### src/rtl/perf_counter_bank.sv
// Bank of event counters with per-counter event select, 32-bit register access and
// coherent L/H reads through a shadow. The overflow sticky/IRQ logic exists only with PERF_OVERFLOW_IRQ_EN.
module perf_counter_bank #(
  parameter int NUM_EVENTS    = 14,
  parameter int NUM_COUNTERS  = 4,
  parameter int COUNTER_WIDTH = 48
) (
  input  logic                              clk,
  input  logic                              reset_n,
  input  logic [NUM_EVENTS-1:0]             perf_events,
  input  logic                              cr_write_en,
  input  logic                              cr_read_en,
  input  logic [$clog2(NUM_COUNTERS)+1:0]   cr_addr,
  input  logic [31:0]                       cr_write_data,
  output logic [31:0]                       cr_read_data,
  output logic                              overflow_irq
);

  localparam int AW     = $clog2(NUM_COUNTERS) + 2;
  localparam int IDX_W  = (NUM_COUNTERS > 1) ? $clog2(NUM_COUNTERS) : 1;
  localparam int SEL_W  = (NUM_EVENTS > 1) ? $clog2(NUM_EVENTS) : 1;
  localparam int EV_PAD = 1 << SEL_W;
  localparam int W      = COUNTER_WIDTH;
  localparam int HI_W   = W - 32;

  logic [1:0]        sub;
  logic [IDX_W-1:0]  idx;
  logic [EV_PAD-1:0] ev_pad;
  logic [31:0]       rd_word [NUM_COUNTERS];
  logic [NUM_COUNTERS-1:0] irq_vec;
  logic [31:0]       rd_data_d, rd_data_q;

  assign sub = cr_addr[1:0];

  generate
    if (NUM_COUNTERS > 1) begin : g_idx
      assign idx = cr_addr[AW-1:2];
    end else begin : g_idx_single
      assign idx = '0;
    end
  endgenerate

  // Unimplemented select codes map to zero bits, so such a counter simply holds.
  assign ev_pad = EV_PAD'(perf_events);

  genvar gi;
  generate
    for (gi = 0; gi < NUM_COUNTERS; gi++) begin : g_ctr
      logic             hit;
      logic             inc;
      logic [SEL_W-1:0] sel_d, sel_q;
      logic             en_d, en_q;
      logic [W-1:0]     count_d, count_q;
      logic [HI_W-1:0]  shadow_d, shadow_q;
      logic [31:0]      word;
`ifdef PERF_OVERFLOW_IRQ_EN
      logic             sticky_d, sticky_q;
      logic             irq_en_d, irq_en_q;
`endif

      assign hit = (idx == IDX_W'(gi));
      assign inc = en_q & ev_pad[sel_q];

      always_comb begin
        sel_d    = sel_q;
        en_d     = en_q;
        count_d  = count_q;
        shadow_d = shadow_q;
`ifdef PERF_OVERFLOW_IRQ_EN
        sticky_d = sticky_q;
        irq_en_d = irq_en_q;
`endif
        // Register writes take priority over the increment in the same cycle.
        if (cr_write_en && hit && sub == 2'd1) begin
          count_d[31:0] = cr_write_data;
        end else if (cr_write_en && hit && sub == 2'd2) begin
          count_d[W-1:32] = cr_write_data[HI_W-1:0];
        end else if (inc) begin
          count_d = count_q + W'(1);
        end
        if (cr_write_en && hit && sub == 2'd0) begin
          sel_d = cr_write_data[SEL_W-1:0];
        end
        if (cr_write_en && hit && sub == 2'd3) begin
          en_d = cr_write_data[0];
`ifdef PERF_OVERFLOW_IRQ_EN
          irq_en_d = cr_write_data[2];
          if (cr_write_data[1]) sticky_d = 1'b0;
`endif
        end
`ifdef PERF_OVERFLOW_IRQ_EN
        // A wrap in the same cycle as a clear keeps the sticky set.
        if (!(cr_write_en && hit && (sub == 2'd1 || sub == 2'd2)) && inc && (&count_q)) begin
          sticky_d = 1'b1;
        end
`endif
        if (cr_read_en && hit && sub == 2'd1) begin
          shadow_d = count_q[W-1:32];
        end
      end

      always_ff @(posedge clk or negedge reset_n) begin
        if (!reset_n) begin
          sel_q    <= '0;
          en_q     <= 1'b0;
          count_q  <= '0;
          shadow_q <= '0;
`ifdef PERF_OVERFLOW_IRQ_EN
          sticky_q <= 1'b0;
          irq_en_q <= 1'b0;
`endif
        end else begin
          sel_q    <= sel_d;
          en_q     <= en_d;
          count_q  <= count_d;
          shadow_q <= shadow_d;
`ifdef PERF_OVERFLOW_IRQ_EN
          sticky_q <= sticky_d;
          irq_en_q <= irq_en_d;
`endif
        end
      end

      always_comb begin
        word = '0;
        case (sub)
          2'd0: word = 32'(sel_q);
          2'd1: word = count_q[31:0];
          2'd2: word = 32'(shadow_q);
`ifdef PERF_OVERFLOW_IRQ_EN
          default: word = {29'd0, irq_en_q, sticky_q, en_q};
`else
          default: word = {31'd0, en_q};
`endif
        endcase
      end

      assign rd_word[gi] = word;
`ifdef PERF_OVERFLOW_IRQ_EN
      assign irq_vec[gi] = sticky_q & irq_en_q;
`else
      assign irq_vec[gi] = 1'b0;
`endif
    end
  endgenerate

  always_comb begin
    rd_data_d = rd_data_q;
    if (cr_read_en) rd_data_d = rd_word[idx];
  end

  always_ff @(posedge clk or negedge reset_n) begin
    if (!reset_n) rd_data_q <= '0;
    else          rd_data_q <= rd_data_d;
  end

  assign cr_read_data = rd_data_q;

`ifdef PERF_OVERFLOW_IRQ_EN
  logic irq_d, irq_q;

  assign irq_d = |irq_vec;

  always_ff @(posedge clk or negedge reset_n) begin
    if (!reset_n) irq_q <= 1'b0;
    else          irq_q <= irq_d;
  end

  assign overflow_irq = irq_q;
`else
  logic unused_irq_vec;
  assign unused_irq_vec = |irq_vec;
  assign overflow_irq   = 1'b0;
`endif

endmodule

### config.mk
export PLATFORM = sky130hd
export DESIGN_NAME = perf_counter_bank
export DESIGN_NICKNAME = d
export VERILOG_FILES = /design/src/rtl/perf_counter_bank.sv
export SDC_FILE = /design/constraint.sdc
export NUM_CORES = 1
export LEC_CHECK = 0
export BUFFER_PORTS_ARGS = -buffer_cell sky130_fd_sc_hd__buf_2
export CORE_UTILIZATION = 50
export CTS_CLUSTER_DIAMETER = 80
export CTS_CLUSTER_SIZE = 24
export DETAILED_ROUTE_END_ITERATION = 8
export PLACE_DENSITY = 0.67
export SLEW_MARGIN = 0
export SYNTH_ARGS = -nofsm -noshare
export SYNTH_HDL_FRONTEND = slang
export SYNTH_SLANG_ARGS = --single-unit
### constraint.sdc
create_clock -name clk -period 2.9 [get_ports clk]
set_input_delay 0.435 -clock clk [delete_from_list [all_inputs] [get_ports clk]]
set_output_delay 0.435 -clock clk [all_outputs]
set_load 0.01 [all_outputs]
==> results of run 1 <==
==> power groups by stage <==
stage	Sequential [uW]	Clock [uW]	Combinational [uW]
floorplan	6300	0	2370
detailed placement	6940	0	3460
global placement	6890	0	3360
CTS	6860	3240	3480
finish	6920	3200	3510
global route	7050	3360	3820
==> per-stage QoR <==
stage	worst slack [ns]	instance area (sq um)	total power [uW]	hold WS (ns)	cells
floorplan	0.381	18200	8670	0.139	1928
global placement	0.156	19600	10300	0.428	2451
detailed placement	0.105	19600	10400	0.431	2451
CTS	0.0847	20300	13600	0.204	2485
global route	0.0325	20300	14200	0.225	2485
finish	0.153	20300	13600	0.219	2485
==> layout make-up <==
cell class,instances,share of cell area
clock buffer,21,0.0258
clock inverter,12,0.00763
inverter,41,0.00757
multi-input combinational,1447,0.484
sequential,308,0.379
tap,461,0.0284
timing repair buffer,195,0.0677
==> cells by family after synthesis <==
logic type                 after synthesis  share of synthesized area
xor gates and xnor gates               120                     0.0579
AOI/OAI and AO/OA                      366                      0.127
and+or+nand+nor                        776                      0.220
adders and majority gates                4                    0.00276
buffers and inverters                  173                     0.0370
other                                    1                   0.000206
DFF                                    308                      0.424
muxes                                  180                      0.130
==> worst max path at each step <==
stage / startpoint / endpoint
floorplan: g_ctr[0].sel_q[0] / g_ctr[0].count_q[45]
detailed placement: g_ctr[0].sel_q[0] / g_ctr[0].count_q[47]
finish: g_ctr[1].count_q[26] / g_ctr[1].count_q[35]
global route: g_ctr[2].sel_q[0] / g_ctr[2].count_q[15]
global placement: g_ctr[0].sel_q[0] / g_ctr[0].count_q[47]
CTS: g_ctr[0].sel_q[0] / g_ctr[0].count_q[47]
==> cell usage after synthesis (42+ instances only) <==
library cell  number
nand2_1          217
nor3_1            42
a21oi_1           70
dfrtp_1          308
nand3_1          117
mux2_2           111
xnor2_1           68
clkbuf_1          96
o21ai_0          142
nand4_1           68
nor2_1           124
xor2_1            52
==> state kept, by name, summed over array words and instances (netlist names) <==
signal / flops
g_ctr.count_q: 192
g_ctr.en_q: 4
g_ctr.shadow_q: 64
cr_read_data: 32
g_ctr.sel_q: 16
==> per-layer routing <==
layer  vias up  routed length (um)  GRT usage
met1      8167               26600      0.490
met2       756               30600      0.576
met5         -                   0          0
li1       7273                   -          -
met3       177                5120     0.0524
met4         0                3350      0.163
==> worst max-delay path, cell delays in order (launching register included) <==
cell and delay [ns]:
dfrtp_1 0.49, and3_1 0.28, and4_1 0.35, nand2_1 0.22, nor4_1 0.86, mux2_2 0.42
nand2_1 0.06
==> timing repair <==
item	4_1_cts	5_1_grt
hold endpoints to repair	55	0
hold buffers	1	0
resized for setup	0	1
setup buffers	0	0
endpoints found under the setup margin	0	3
==> reports/metrics.csv, run 1 <==
metric;value;unit
Reg2Reg Launch Point;g_ctr[1].count_q[26];
CTS tree;yes;
clk sinks;308;
clock network fraction of total power;0.235;
GRT Overall Usage;0.362;
worst vdd ir;0.616;mV
dominant cell type by area after synthesis;dfrtp_1;
HPWL Detailed;49.2;mm
Core Region;0.0357;sq mm
CP Max Fanout;7;
end of the worst register-to-register path;g_ctr[1].count_q[35];
switch share;0.372;
Clock Tree Root;clkbuf_16;
drt pass-1 iters;8;
FF+latch count, synth;308;
Rel. slew slack;0.235;
Cell variety after synth;74;
Final ANT Viol Nets;0;
Yosys warnings;0;
WL final;65.7;mm
detail-routed via count per cell;6.59;
synth top area cells;dfrtp_1, mux2_2, nand2_1;
Setup CP Type;reg -> reg;
area taken by multi-input logic gates;0.00984;sq mm
most common cell after layout, fill and taps aside;dfrtp_1;
Seq/Total Area, Yosys;0.424;
logic gate share of total power;0.257;
Worst-Margin Slew;1.14;ns
Mapped Cells;1928;
chip width;193;um
R2R Setup Slk;0.15;ns
Port Buffer Count;85;
part of the power in registers;0.508;
Req. time, crit path;3.38;ns
Area Growth Syn to Fin;12.0;%
fin crit share;0.947;
max-cap violation count;0;
CTS HTree Levels;1;
grt ovf;0;
leakage;0.00796;uW
Avg Cell Area, Syn;9.42;sq um
Core Util, Final;0.570;
synthesized net count;1986;
Final Hold Fails;0;
Synth Cell Area;0.0182;sq mm
f_max;0.364;GHz
layout cells sized above 1;0.201;
Filler cells;3178;
Sum Neg Setup Slack;0;ns
max-slew violations;0;
worst-case reg-to-reg path depth;6;
count of final setup violators;0;
failing checks;DRC;
initial antenna violation count;0;
FF+latch area;0.00771;sq mm
Routability Congestion;1.02;
unrepaired setup endpoints after global routing;false;
Die Ht;193;um
clk buf depth;3;
status;finished, violations left;
commonest non-fill, non-tap cells in the layout;dfrtp_1, nand2_1, o21ai_0;
cts bufs inserted;20;
clock latency on the worst-skew pair;0.56;ns
hold depth;3;
hold path startpoint;cr_write_data[16];
Die Area;0.0371;sq mm
Worst Hold End;g_ctr[0].count_q[16];
number of cell rows;69;
antenna cells;0;
Async S/R FF share, synth;1.00;
critical path capture point type;flop;
DRC Markers;3;
Most used DFF post-synth;dfrtp_1;
fin nets;2071;
DRT iter0 DRCs;1596;
PwrDens;670;mW/mm^2
Wirelength per Cell;26.4;um
Hold Crit Class;in -> reg;
initial core utilization;0.509;
via count;16400;
Ports;87;
CP Launch Type;flop;
Setup Skew;0.0252;ns
Switch Pwr;5080;uW
first-pass GRT wire length;99.0;mm
Worst-path clk slew;0.10;ns
crit path time final;2.75;ns
vias in the first global route;15600;
internal power;8560;uW
pin count of the biggest net entering global routing;71;
post-synth top area share;0.424;
Post-synth EDFFs;0;
CP Data Arrival Time;3.23;ns
Note: power is estimated with default switching activity, not from simulation.
==> run 2, diff against run 1 <==
- RECOVER_POWER: unset -> 50
- SKIP_LAST_GASP: unset -> 1
==> run 2 against run 1 <==
  * The flow finishes with violations (DRC, capacitance limit, slew limit)
  * Sequential share of layout area is 0.12 points higher
  * Global-route usage stayed put
  * Critical path depth is 1 higher
  * Highest routed layer unchanged
==> reports/metrics.csv, run 2 (synthesis gave the netlist of run 1 again) <==
metric;value;unit
status;finished, violations left;
failing checks;DRC, capacitance limit, slew limit;
Critical-path top delay cell;nor4_2;
fin crit share;0.950;
Sum Neg Setup Slack;0;ns
Ports;87;
Final Hold Fails;0;
Area Growth Syn to Fin;11.6;%
Core Region;0.0357;sq mm
Worst-Margin Slew;1.77;ns
pin count of the biggest net entering global routing;71;
Req. time, crit path;3.34;ns
Port Buffer Count;85;
clk buf depth;3;
critical path capture point type;flop;
unrepaired setup endpoints after global routing;false;
CP bufs+invs;1;
leakage;0.00792;uW
clk sinks;308;
DRT iter0 DRCs;1609;
CP Max Fanout;9;
CTS HTree Levels;1;
initial core utilization;0.509;
first-pass GRT wire length;99.0;mm
commonest non-fill, non-tap cells in the layout;dfrtp_1, nand2_1, o21ai_0;
Die Area;0.0371;sq mm
count of final setup violators;0;
Wirelength per Cell;26.4;um
clock latency on the worst-skew pair;0.55;ns
layout cells sized above 1;0.197;
WL final;65.6;mm
Worst-path clk slew;0.10;ns
most common cell after layout, fill and taps aside;dfrtp_1;
Die Ht;193;um
cts bufs inserted;20;
cell breakdown of the critical path;mux4_2 -> a221oi_1 -> buf_4 -> nor4_2 -> nand2_1 -> xnor2_1 -> mux2_2;
grt ovf;0;
initial antenna violation count;0;
crit-path max cell delay;0.96;ns
post-route cell area;0.0203;sq mm
Clock Tree Root;clkbuf_16;
number of cell rows;69;
fin nets;2071;
via count;16300;
GRT Overall Usage;0.362;
Routability Congestion;1.02;
max-cap violation count;1;
Hold Crit Class;in -> reg;
worst vdd ir;0.616;mV
max-slew violations;60;
antenna cells;0;
detail-routed via count per cell;6.57;
delay-heaviest family, CP;simple AND/OR/NAND/NOR gates;
DRC Markers;4;
CTS tree;yes;
Final ANT Viol Nets;0;
placed inst area;0.0196;sq mm
f_max;0.363;GHz
CP Launch Type;flop;
vias in the first global route;15600;
Most flops, register;g_ctr.count_q;
PwrDens;671;mW/mm^2
chip width;193;um
Setup CP Type;reg -> reg;
Total Power;13600;uW
crit path time final;2.75;ns
Min Hold Slack;0.224;ns
drt pass-1 iters;8;
max reg flops;192;
CP Data Arrival Time;3.20;ns
Rel. slew slack;-0.179;
HPWL Detailed;49.2;mm
Setup Skew;0.0211;ns
run 2: cell count changes in the layout (fill, tap and decap cells not counted), sizes merged:
| cell | change |
|---|---|
| buf | -13 |
| clkbuf | +13 |
run 2: path summary, 6_finish.rpt:
check	to	startpoint	depth (start not counted)	slack [ns]
max reg2reg	g_ctr[2].count_q[15]	g_ctr[2].sel_q[0]	7	0.15
min	g_ctr[1].count_q[28]	cr_write_data[28]	3	0.22
max	g_ctr[2].count_q[15]	g_ctr[2].sel_q[0]	7	0.15
max in group asynchronous	g_ctr[3].count_q[5]	reset_n	3	0.41
min reg2reg	g_ctr[0].shadow_q[4]	g_ctr[0].shadow_q[4]	1	0.52
min in group asynchronous	g_ctr[0].shadow_q[2]	reset_n	2	0.91
run 2: tightest hold or removal path: stages:
cell     delay, ns
buf_2         0.17
nand2_1       0.07
o21ai_0       0.06
run 2: routing by layer:
metal  global-route usage  part of all wire  up-vias
met5                    0                 0        -
met4                0.163             0.052        0
met3               0.0524             0.072      184
met2                0.576              0.46      709
met1                0.490              0.41     8150
li1                     -                 -     7285
run 2: report_power, final:
| part | internal, uW | switching [uW] |
|---|---|---|
| clock | 1480 | 1720 |
| sequential | 5380 | 1540 |
| combinational | 1700 | 1800 |
run 2: timing repair:
item,4_1_cts,5_1_grt
hold endpoints to repair,55,0
setup endpoints to repair,0,3
resized for setup,0,1
buffers inserted,0,0
hold buffers,1,0
run 2: cell type report:
cell class              count  area [sq um]
multi-input cells        1447          9840
flip-flops and latches    308          7710
inverters                  41           154
clock inverters            12           155
repair buffers            195          1310
well taps                 461           577
fillers                  3189         15400
clock buffers              21           526
run 2: per-stage QoR:
stage | setup WS, ns | util | std cells
6_report | 0.146 | 0.569 | 2485
3_5_place_dp | 0.105 | 0.551 | 2451
5_1_grt | 0.0325 | 0.569 | 2485
3_3_place_gp | 0.156 | 0.551 | 2451
2_1_floorplan | 0.381 | - | 1928
4_1_cts | 0.0847 | 0.570 | 2485
